==> config.mk <==
export PLATFORM = sky130hd
export DESIGN_NAME = nn_mac_sequencer_flat
export DESIGN_NICKNAME = d
export VERILOG_FILES = /design/src/rtl/nn_mac_sequencer_if.sv /design/src/rtl/nn_mac_sequencer.sv /design/src/flat_wrapper.sv
export SDC_FILE = /design/constraint.sdc
export NUM_CORES = 2
export LEC_CHECK = 0
export ABC_AREA = 1
export CELL_PAD_IN_SITES_DETAIL_PLACEMENT = 0
export CELL_PAD_IN_SITES_GLOBAL_PLACEMENT = 1
export CORE_AREA = 2 2 399 401
export DETAILED_ROUTE_END_ITERATION = 7
export DIE_AREA = 0 0 401 403
export PLACE_DENSITY_LB_ADDON = 0.15
export RECOVER_POWER = 25
export SLEW_MARGIN = 0
export SYNTH_ARGS = -nofsm -noshare
export SYNTH_HDL_FRONTEND = slang
export SYNTH_SLANG_ARGS = --single-unit
==> constraint.sdc <==
create_clock -name clk -period 5.8 [get_ports clk]
set_clock_uncertainty 0.15 [all_clocks]
set_input_delay 1.16 -clock clk [delete_from_list [all_inputs] [get_ports clk]]
set_output_delay 1.16 -clock clk [all_outputs]
set_load 0.05 [all_outputs]
==> src/rtl/nn_mac_sequencer_if.sv <==
// rtl/nn_mac_sequencer_if.sv - sample, shared-MAC and result signals of the MAC sequencer
//
// Purpose: bundles the three handshakes around nn_mac_sequencer so they travel as one port.
// Ports (signals):
//   uzorak        sample, feature k = uzorak[k*DW +: DW]
//   sample_valid  sample offered            sample_ready  sequencer idle, can accept
//   mac_x         MAC operand               w_addr        weight ROM address for the term
//   mac_en        term valid this cycle     mac_clr       first term of a neuron
//   mac_acc       MAC accumulator (in)
//   result_valid  indicators valid          result_ready  consumer takes result
//   indikator_1/2 sign bits of output neurons 0/1
// Modports: master = the sequencer, slave = sample source / MAC / result consumer side.

interface nn_mac_sequencer_if #(
    parameter int N_IN = 60,
    parameter int DW   = 16,
    parameter int AW   = 9
);
    logic [N_IN*DW-1:0] uzorak;
    logic               sample_valid;
    logic               sample_ready;
    logic [DW-1:0]      mac_x;
    logic [AW-1:0]      w_addr;
    logic               mac_en;
    logic               mac_clr;
    logic [DW-1:0]      mac_acc;
    logic               result_valid;
    logic               result_ready;
    logic               indikator_1;
    logic               indikator_2;

    modport master (
        input  uzorak, sample_valid, mac_acc, result_ready,
        output sample_ready, mac_x, w_addr, mac_en, mac_clr,
               result_valid, indikator_1, indikator_2
    );

    modport slave (
        output uzorak, sample_valid, mac_acc, result_ready,
        input  sample_ready, mac_x, w_addr, mac_en, mac_clr,
               result_valid, indikator_1, indikator_2
    );
endinterface

==> src/rtl/nn_mac_sequencer.sv <==
// rtl/nn_mac_sequencer.sv - time-multiplexed schedule of one shared MAC through the mine-detector net
//
// Purpose: accepts one sample, drives the shared MAC/weight-ROM pair term by term through
// N_HID hidden neurons (ReLU kept internally) and 2 output neurons, then presents the two
// output sign bits until the consumer takes them.
// Ports:
//   clk  rising-edge clock
//   rst  synchronous reset, active-high
//   bus  nn_mac_sequencer_if.master: sample handshake, MAC term bus, result handshake
// AW must be wide enough for N_HID*(N_IN+1) + 2*(N_HID+1) weight addresses.

module nn_mac_sequencer #(
    parameter int            N_IN    = 60,
    parameter int            N_HID   = 5,
    parameter int            DW      = 16,
    parameter int            MAC_LAT = 2,
    parameter logic [DW-1:0] ONE     = 'h0100,
    parameter int            AW      = 9
) (
    input  logic                    clk,
    input  logic                    rst,
    nn_mac_sequencer_if.master      bus
);

    localparam int KMAX = (N_IN > N_HID) ? N_IN : N_HID;
    localparam int KW   = $clog2(KMAX + 1);
    localparam int NW   = (N_HID > 2) ? $clog2(N_HID) : 1;
    localparam int WW   = (MAC_LAT > 1) ? $clog2(MAC_LAT) : 1;

    localparam logic [KW-1:0] K_HID_LAST = KW'(N_IN);
    localparam logic [KW-1:0] K_OUT_LAST = KW'(N_HID);
    localparam logic [NW-1:0] N_HID_LAST = NW'(N_HID - 1);
    localparam logic [WW-1:0] W_LAST     = WW'(MAC_LAT - 1);

    localparam int OUT_BASE = N_HID * (N_IN + 1);

    typedef enum logic [2:0] {
        S_IDLE,
        S_HID,
        S_HWAIT,
        S_OUT,
        S_OWAIT,
        S_DONE
    } state_t;

    state_t              state_q, state_d;
    logic [NW-1:0]       n_q, n_d;
    logic [KW-1:0]       k_q, k_d;
    logic [WW-1:0]       w_q, w_d;
    logic [N_IN*DW-1:0]  x_q;
    logic [DW-1:0]       hid_q [N_HID];
    logic                ind1_q, ind2_q;

    logic                load;
    logic                cap_hid;
    logic                cap_out;
    logic [DW-1:0]       feat_sel;
    logic [DW-1:0]       hid_sel;
    logic [DW-1:0]       relu;

    // Feature k of the latched sample; k = N_IN is never routed here (bias term takes ONE).
    assign feat_sel = x_q[int'(k_q)*DW +: DW];

    // Hidden activation k for the output layer; k = N_HID falls through to zero and is
    // replaced by ONE in the operand mux.
    always_comb begin
        hid_sel = '0;
        for (int i = 0; i < N_HID; i++) begin
            if (k_q == KW'(i)) begin
                hid_sel = hid_q[i];
            end
        end
    end

    assign relu = bus.mac_acc[DW-1] ? '0 : bus.mac_acc;

    always_comb begin
        state_d          = state_q;
        n_d              = n_q;
        k_d              = k_q;
        w_d              = w_q;
        load             = 1'b0;
        cap_hid          = 1'b0;
        cap_out          = 1'b0;
        bus.sample_ready = 1'b0;
        bus.mac_en       = 1'b0;
        bus.mac_clr      = 1'b0;
        bus.mac_x        = '0;
        bus.w_addr       = '0;
        bus.result_valid = 1'b0;

        case (state_q)
            S_IDLE: begin
                bus.sample_ready = 1'b1;
                if (bus.sample_valid) begin
                    load    = 1'b1;
                    n_d     = '0;
                    k_d     = '0;
                    state_d = S_HID;
                end
            end

            S_HID: begin
                bus.mac_en  = 1'b1;
                bus.mac_clr = (k_q == '0);
                bus.mac_x   = (k_q == K_HID_LAST) ? ONE : feat_sel;
                bus.w_addr  = AW'(int'(n_q) * (N_IN + 1) + int'(k_q));
                if (k_q == K_HID_LAST) begin
                    k_d     = '0;
                    w_d     = '0;
                    state_d = S_HWAIT;
                end else begin
                    k_d = k_q + KW'(1);
                end
            end

            // mac_acc only holds the full neuron sum on the last wait cycle.
            S_HWAIT: begin
                if (w_q == W_LAST) begin
                    cap_hid = 1'b1;
                    if (n_q == N_HID_LAST) begin
                        n_d     = '0;
                        state_d = S_OUT;
                    end else begin
                        n_d     = n_q + NW'(1);
                        state_d = S_HID;
                    end
                end else begin
                    w_d = w_q + WW'(1);
                end
            end

            S_OUT: begin
                bus.mac_en  = 1'b1;
                bus.mac_clr = (k_q == '0);
                bus.mac_x   = (k_q == K_OUT_LAST) ? ONE : hid_sel;
                bus.w_addr  = AW'(OUT_BASE + int'(n_q) * (N_HID + 1) + int'(k_q));
                if (k_q == K_OUT_LAST) begin
                    k_d     = '0;
                    w_d     = '0;
                    state_d = S_OWAIT;
                end else begin
                    k_d = k_q + KW'(1);
                end
            end

            S_OWAIT: begin
                if (w_q == W_LAST) begin
                    cap_out = 1'b1;
                    if (n_q == '0) begin
                        n_d     = NW'(1);
                        state_d = S_OUT;
                    end else begin
                        n_d     = '0;
                        state_d = S_DONE;
                    end
                end else begin
                    w_d = w_q + WW'(1);
                end
            end

            // sample_ready stays low here, giving a one-cycle bubble before the next accept.
            S_DONE: begin
                bus.result_valid = 1'b1;
                if (bus.result_ready) begin
                    state_d = S_IDLE;
                end
            end

            default: begin
                state_d = S_IDLE;
            end
        endcase
    end

    always_ff @(posedge clk) begin
        if (rst) begin
            state_q <= S_IDLE;
            n_q     <= '0;
            k_q     <= '0;
            w_q     <= '0;
            x_q     <= '0;
            ind1_q  <= 1'b0;
            ind2_q  <= 1'b0;
            for (int i = 0; i < N_HID; i++) begin
                hid_q[i] <= '0;
            end
        end else begin
            state_q <= state_d;
            n_q     <= n_d;
            k_q     <= k_d;
            w_q     <= w_d;
            if (load) begin
                x_q <= bus.uzorak;
            end
            for (int i = 0; i < N_HID; i++) begin
                if (cap_hid && (n_q == NW'(i))) begin
                    hid_q[i] <= relu;
                end
            end
            if (cap_out) begin
                if (n_q == '0) begin
                    ind1_q <= bus.mac_acc[DW-1];
                end else begin
                    ind2_q <= bus.mac_acc[DW-1];
                end
            end
        end
    end

    assign bus.indikator_1 = ind1_q;
    assign bus.indikator_2 = ind2_q;

endmodule
==> src/flat_wrapper.sv <==
// flat-port wrapper written by rule: the top's interface ports become plain ports
module nn_mac_sequencer_flat 
#(
    parameter int            N_IN    = 60,
    parameter int            N_HID   = 5,
    parameter int            DW      = 16,
    parameter int            MAC_LAT = 2,
    parameter logic [DW-1:0] ONE     = 'h0100,
    parameter int            AW      = 9
)
  (clk, rst, bus_uzorak, bus_sample_valid, bus_mac_acc, bus_result_ready, bus_sample_ready, bus_mac_x, bus_w_addr, bus_mac_en, bus_mac_clr, bus_result_valid, bus_indikator_1, bus_indikator_2);
  nn_mac_sequencer_if #(.N_IN(N_IN), .DW(DW), .AW(AW)) bus_i ();
  input  logic clk;
  input  logic rst;
  input wire logic [$bits(bus_i.uzorak)-1:0] bus_uzorak;
  input wire logic [$bits(bus_i.sample_valid)-1:0] bus_sample_valid;
  input wire logic [$bits(bus_i.mac_acc)-1:0] bus_mac_acc;
  input wire logic [$bits(bus_i.result_ready)-1:0] bus_result_ready;
  output wire logic [$bits(bus_i.sample_ready)-1:0] bus_sample_ready;
  output wire logic [$bits(bus_i.mac_x)-1:0] bus_mac_x;
  output wire logic [$bits(bus_i.w_addr)-1:0] bus_w_addr;
  output wire logic [$bits(bus_i.mac_en)-1:0] bus_mac_en;
  output wire logic [$bits(bus_i.mac_clr)-1:0] bus_mac_clr;
  output wire logic [$bits(bus_i.result_valid)-1:0] bus_result_valid;
  output wire logic [$bits(bus_i.indikator_1)-1:0] bus_indikator_1;
  output wire logic [$bits(bus_i.indikator_2)-1:0] bus_indikator_2;
  assign bus_i.uzorak = bus_uzorak;
  assign bus_i.sample_valid = bus_sample_valid;
  assign bus_i.mac_acc = bus_mac_acc;
  assign bus_i.result_ready = bus_result_ready;
  assign bus_sample_ready = bus_i.sample_ready;
  assign bus_mac_x = bus_i.mac_x;
  assign bus_w_addr = bus_i.w_addr;
  assign bus_mac_en = bus_i.mac_en;
  assign bus_mac_clr = bus_i.mac_clr;
  assign bus_result_valid = bus_i.result_valid;
  assign bus_indikator_1 = bus_i.indikator_1;
  assign bus_indikator_2 = bus_i.indikator_2;
  nn_mac_sequencer #(.N_IN(N_IN), .N_HID(N_HID), .DW(DW), .MAC_LAT(MAC_LAT), .ONE(ONE), .AW(AW)) u_core (.clk(clk), .rst(rst), .bus(bus_i));
endmodule
[Yosys cells after proc, flatten, opt, wreduce, memory -nomap -nowiden]
Memory sizes are Yosys's and may differ from the RTL's.
Index checks and enable logic that the tools add are counted.
Cells by class
  add/sub/neg operators: 6
  multipliers: 2
  divide/modulo/power cells: 0
  magnitude comparators: 0
  equality and inequality tests: 21
  shifts and indexed selects: 1
  multiplexer cells: 64
  bitwise operators: 6
  reduce and logical (&&, ||, !) cells: 19
Operators with widths (number)
  960-bit by 11-bit variable part select with 16-bit output: 1
  16-bit 2-to-1 mux: 7
  15-bit 2-to-1 mux: 6
  3-bit 2-to-1 mux: 11
  16-bit case mux with 2 select lines: 1
  1-bit 2-to-1 mux: 30
  9-bit by 7-bit adder with 9-bit output: 2
  6-bit 2-to-1 mux: 3
  3-bit case mux with 6 select lines: 1
  6-bit case mux with 3 select lines: 1
  9-bit case mux with 2 select lines: 1
  3-bit by 2-bit == test with 1-bit output (second input constant): 4
  6-bit by 2-bit == test with 1-bit output (second input constant): 2
  6-bit by 3-bit == test with 1-bit output (second input constant): 2
  9-bit adder (first input constant): 1
  3-bit == test (second input constant): 3
  3-bit by 6-bit multiplier with 9-bit output (second input constant): 1
  3-bit case mux with 3 select lines: 1
  3-bit nonzero test: 3
  2-bit by 1-bit inequality test with 1-bit output (second input constant): 4
  6-bit by 1-bit adder with 6-bit output (second input constant): 1
  3-bit by 1-bit == test with 1-bit output (second input constant): 2
  6-bit by 1-bit == test with 1-bit output (second input constant): 1
  6-bit == test (second input constant): 1
  other kinds (16): 29
Word-level totals
  register bits: 975
  bits in latches: 0
  RAM bits: 75
  bits in read-only memories: 0
  bits of input ports: 980
  output and inout port bits: 31
  logic and storage cells: 127
  memories: 1
Memories
  u_core.hid_q: words 5, bits a word 15, read ports 5, clocked after memory_dff 0, write ports 5, line nn_mac_sequencer.sv:51  | logic [DW-1:0] hid_q [N_HID];

[Logic depth before layout (Yosys ltp)]
  depth after elaboration: 8
  mapped depth: 16
  gate-level depth less buffers: 14

[Worst setup path after synthesis]
Ideal clock, no wire load.
  kind: register to output
  start: register u_core.n_q[1]
  end: output bus_w_addr[5]
  arrival: 3.264 ns
  required time: 4.490 ns
  slack: 1.226 ns
  cell stages (with the launch flop): 13
  path buffers: 0
  cell sequence: dfxtp_1 > inv_1 > ha_1 > inv_1 > a21oi_1 > xor2_1 > ha_1 > inv_1 > ha_1 > o21a_1 > nor2_1 > nor2_1 > o31ai_1
Between the ends
  word-level cells in the longest chain between the ends: 4
  elaborated cells between the ends (all ways): 6
  classes of those cells: 3 x add/sub; 2 x mul; 1 x mux
RTL lines
  from (decl): line nn_mac_sequencer.sv:47  | logic [NW-1:0] n_q, n_d;
  from (signal assigned): line nn_mac_sequencer.sv:190  | n_q <= n_d;
  3-bit by 2-bit multiplier with 5-bit output: line nn_mac_sequencer.sv:137  | bus.w_addr = AW'(OUT_BASE + int'(n_q) * (N_HID + 1) + int'(k_q));
  9-bit adder: line nn_mac_sequencer.sv:137
  9-bit by 7-bit adder with 9-bit output: line nn_mac_sequencer.sv:137
  9-bit case mux with 2 select lines (*): line nn_mac_sequencer.sv:92  | case (state_q)
  to (decl): line flat_wrapper.sv:21  | output wire logic [$bits(bus_i.w_addr)-1:0] bus_w_addr;
Every way passes the cells marked *; elsewhere a longest branch is shown, timed or not.

[Worst setup path after layout]
  start: register u_core.k_q[0]
  end: output bus_mac_x[3]
Between the ends
  word-level cells in the longest chain between the ends: 8
  elaborated cells between the ends (all ways): 16
  classes of those cells: 6 x eq/ne; 1 x shift; 8 x mux; 1 x reduce/logical
RTL lines
  from (decl): line nn_mac_sequencer.sv:48  | logic [KW-1:0] k_q, k_d;
  from (signal assigned): line nn_mac_sequencer.sv:191  | k_q <= k_d;
  branches (longest 7 deep; another with 960-bit by 11-bit variable part select with 16-bit output)
  16-bit case mux with 2 select lines (*): line nn_mac_sequencer.sv:92
  to (decl): line flat_wrapper.sv:20  | output wire logic [$bits(bus_i.mac_x)-1:0] bus_mac_x;
Mark *: on every way between the ends.

==> run_results.csv <==
group,metric,value,unit
global_route,grt_pass1_vias,47470,
synth,synthAdderAreaFrac,0.01209,
sta,period_share,0.9557,
synth,yosysWarnings,0,
worst_setup_path,r2r_start,"u_core.state_q[2]",
clocking,root_buffer,"clkbuf_16",
global_route,globalRouteOverflowTotal,0,
sta,setup_viol,0,
placed_design,hpwl,169900,microns
worst_setup_path,rr_endpoint,"u_core.x_q[735]",
clocking,cts_buffers,130,
clocking,tritoncts,"done",
routing,vias_per_cell,5.122,
synth,async_reset_ff_frac,0,
routing,drt_iter0_markers,3817,
worst_setup_path,regToRegSetupSlack,0.63,ns
die,coreArea,157500,sq um
clocking,numClockSinks,1050,
synth,synth_top_area_cell,"dfxtp_1",
worst_setup_path,crit_end,"bus_mac_x[3]",
global_route,use_met2,0.4686,
routing,detail_route.wl_per_cell,24.35,microns
placed_design,pre_cts_slack,0.7467,ns
sta,rsz0062_at_grt,"false",
pwr,ir_drop,0.3272,mV
routing,wl,235500,microns
global_route,grt_busiest_layer,"met2",
synth,yosysSeqAreaShare,0.4515,
global_route,antenna_found_initial,54,
synth,synth_top_family_by_area,"compound AO/OA/AOI/OAI gates",
outcome,violations,"capacitance limit, slew limit",
worst_setup_path,start_kind,"flip-flop",
global_route,grt_pass1_wl,333600,microns
synth,synth-simple-area-share,0.2036,
finish,syn_to_final_growth,32.09,%
die,die_width,401,microns
worst_hold_path,hp-class,"reg2reg",
finish,drive_gt1_frac,0.04379,
finish,nets,8511,
routing,dr_total_vias,49531,
clocking,h-tree-depth,4,
global_route,grt.total_usage,0.2795,
worst_setup_path,crit_required,4.49,ns
sta,fin_ws,0.2571,ns
synth,ys_top_cells_by_area,"dfxtp_1, nand2_1, a21oi_1",
worst_setup_path,endpoint_kind,"output port",
synth,synth_top_area_frac,0.4048,
routing,drt_first_pass_iters,6,
placed_design,gp_congestion,0.8744,
outcome,outcome,"finished with violations",
routing,remaining_drc_errors,0,
routing,ant_nets,0,
sta,fin_setup_tns,0,ns
global_route,grt_max_degree,226,
global_route,met1_usage,0.3561,
pwr,power,29.45,mW
finish,fin_area,63690,sq um
sta,worst_pin_slew,3.362,ns
synth,dominantRegCellSynth,"dfxtp_1",
pwr,p_per_area,462.4,nW/um^2
synth,synth_edf_count,75,
die,dieHeight,403,microns
synth,syn_area,48210,sq um
sta,final-max-slew-violation-count,456,
worst_setup_path,cp_max_fo,92,
job,drv_cap,5,
synth,synth_nets,7845,
synth,synth_cell_types,43,
synth,yosys.area_share.xor_xnor,0.001090,
clocking,hold_buffers,0,
clocking,post-cts-setup-buffers,0,
die,io_pins,1011,
placed_design,portBuffers,1010,
global_route,use_met3,0.04937,
clocking,clockBufferDepth,3,
worst_setup_path,critPathKind,"reg2out",
sta,hold_viol,0,
sta,period_needed,5.543,ns
synth,synth_compound_area_frac,0.2280,
sta,relSlewSlack,-1.241,
pwr,leakagePower,25.28,nW
finish,num-fill-cells,16764,
clocking,clock_latency,0.75,ns
die,start_util,0.3062,
worst_setup_path,setup.worst_path.start,"u_core.k_q[0]",
clocking,path_clk_slew,0.06,ns
synth,syn_inst,6822,
worst_setup_path,cp.arrival,4.23,ns
die,rows,146,
die,die_area,161600,sq um
finish,multi_input_area,21480,sq um
sta,fmax,180.4,MHz
finish,regArea,21780,sq um
placed_design,place_area,59580,sq um
synth,syn_area_per_cell,7.067,sq um
synth,synthMuxAreaShare,0,
synth,synth_seq_cells,1050,
worst_setup_path,worstRegToRegCells,8,
## kinds of logic (layout without fill, tap and decap cells)
group           Yosys count  after routing
simple gates           2370           2370
compound gates         2111           2111
buf+inv                1242           2002
flops                  1050           1050
fa+ha+maj                43             43
xor+xnor                  6              6
other cells               0             17
## metrics by stage
step,hold slack [ns],util,std cells
CTS,0.2996,0.4046,9654
global placement,0.2873,0.3784,9428
floorplan,0.2744,-,6822
global route,0.3150,0.4043,9663
detailed placement,0.2911,0.3784,9428
finish,0.2979,0.4044,9671
## cell usage after synthesis, types with 5 or more instances
master    instances
o211ai_1        156
ha_1             37
nand3_1         608
nand2_1        1525
clkbuf_2         10
fa_1              6
buf_4            15
buf_1            29
inv_2             7
inv_1           660
xor2_1            5
nand4_1          33
dfxtp_1         975
clkbuf_1        308
buf_2           211
o21ai_1           8
nor3_1           11
edfxtp_1         75
a21oi_1        1111
nor2_1          179
o21ai_0         821
## layer usage
layer | wire length (microns) | share of wire | up-vias
li1 | - | - | 23880
met4 | 9177 | 0.039 | 42
met3 | 12730 | 0.054 | 336
met2 | 112400 | 0.48 | 1501
met5 | 258 | 0.0011 | -
met1 | 100900 | 0.43 | 23772
## power by group
| part | switching, mW | internal [mW] |
|---|---|---|
| logic | 8.12 | 3.55 |
| registers | 0.640 | 9.10 |
| clock network | 3.38 | 4.66 |
## worst min path at each step
stage	from	end	slack [ns]	cells after the start
floorplan	u_core.x_q[201]	u_core.x_q[201]	0.27	2
global placement	u_core.x_q[644]	u_core.x_q[644]	0.29	2
detailed placement	u_core.x_q[94]	u_core.x_q[94]	0.29	2
CTS	u_core.x_q[645]	u_core.x_q[645]	0.30	2
global route	u_core.x_q[536]	u_core.x_q[536]	0.32	2
finish	u_core.x_q[645]	u_core.x_q[645]	0.30	2
## worst max-delay path: stages (launching register included)
cell and delay (ns):
dfxtp_4 0.48, inv_8 0.56, buf_4 0.37, nand2_1 0.07, nand3_1 0.07, nand2_1 0.07, nand2_1 0.11, nand2_1 0.12
nor2_1 0.33, nor2_1 0.13, nor2_1 0.45, nand2_1 0.12, nand2_1 0.08, nand2_1 0.13, buf_4 0.23
## flip-flops by register name (all words and copies together), names as in the netlist
register / count
u_core.state_q: 3
u_core.k_q: 6
u_core.bus.indikator_1: 1
u_core.hid_q: 75
u_core.n_q: 3
u_core.x_q: 960
u_core.bus.indikator_2: 1
u_core.w_q: 1
## final cells by class
type                            count  share of cell area
Multi-Input combinational cell   4530              0.3372
Sequential cell                  1050              0.3420
Timing Repair Buffer             1107              0.1746
Inverter                          669             0.03986
Antenna cell                       17           0.0006680
Tap cell                         2072             0.04071
Clock inverter                     34            0.004931
Clock buffer                      192             0.06002
## timing repair
item / 4_1_cts / 5_1_grt
hold endpoints to repair: 0 / 0
gates resized for setup: 4 / 2
endpoints found under the setup margin: 4 / 2
## layout by cell type (no fill, tap or decap), drive strengths merged
master / instances
clkdlybuf4s50: 987
nand2: 1528
dlygate4sd2: 3
nor2: 184
o31ai: 2
fa: 6
o21a: 1
edfxtp: 75
ha: 37
buf: 107
clkinvlp: 3
a22o: 2
a311oi: 1
o211ai: 156
o22ai: 3
a211oi: 2
bufinv: 2
or2: 2
a21oi: 1111
clkbuf: 200
nor3: 13
inv: 676
nand3: 608
a31oi: 2
nor4: 1
dlymetal6s2s: 1
xor2: 5
o21ai: 829
nand4: 33
diode: 17
nand3b: 1
clkdlybuf4s15: 1
a21o: 1
clkinv: 22
o221ai: 1
xnor2: 1
dfxtp: 975
(Power assumes the default switching activity.)
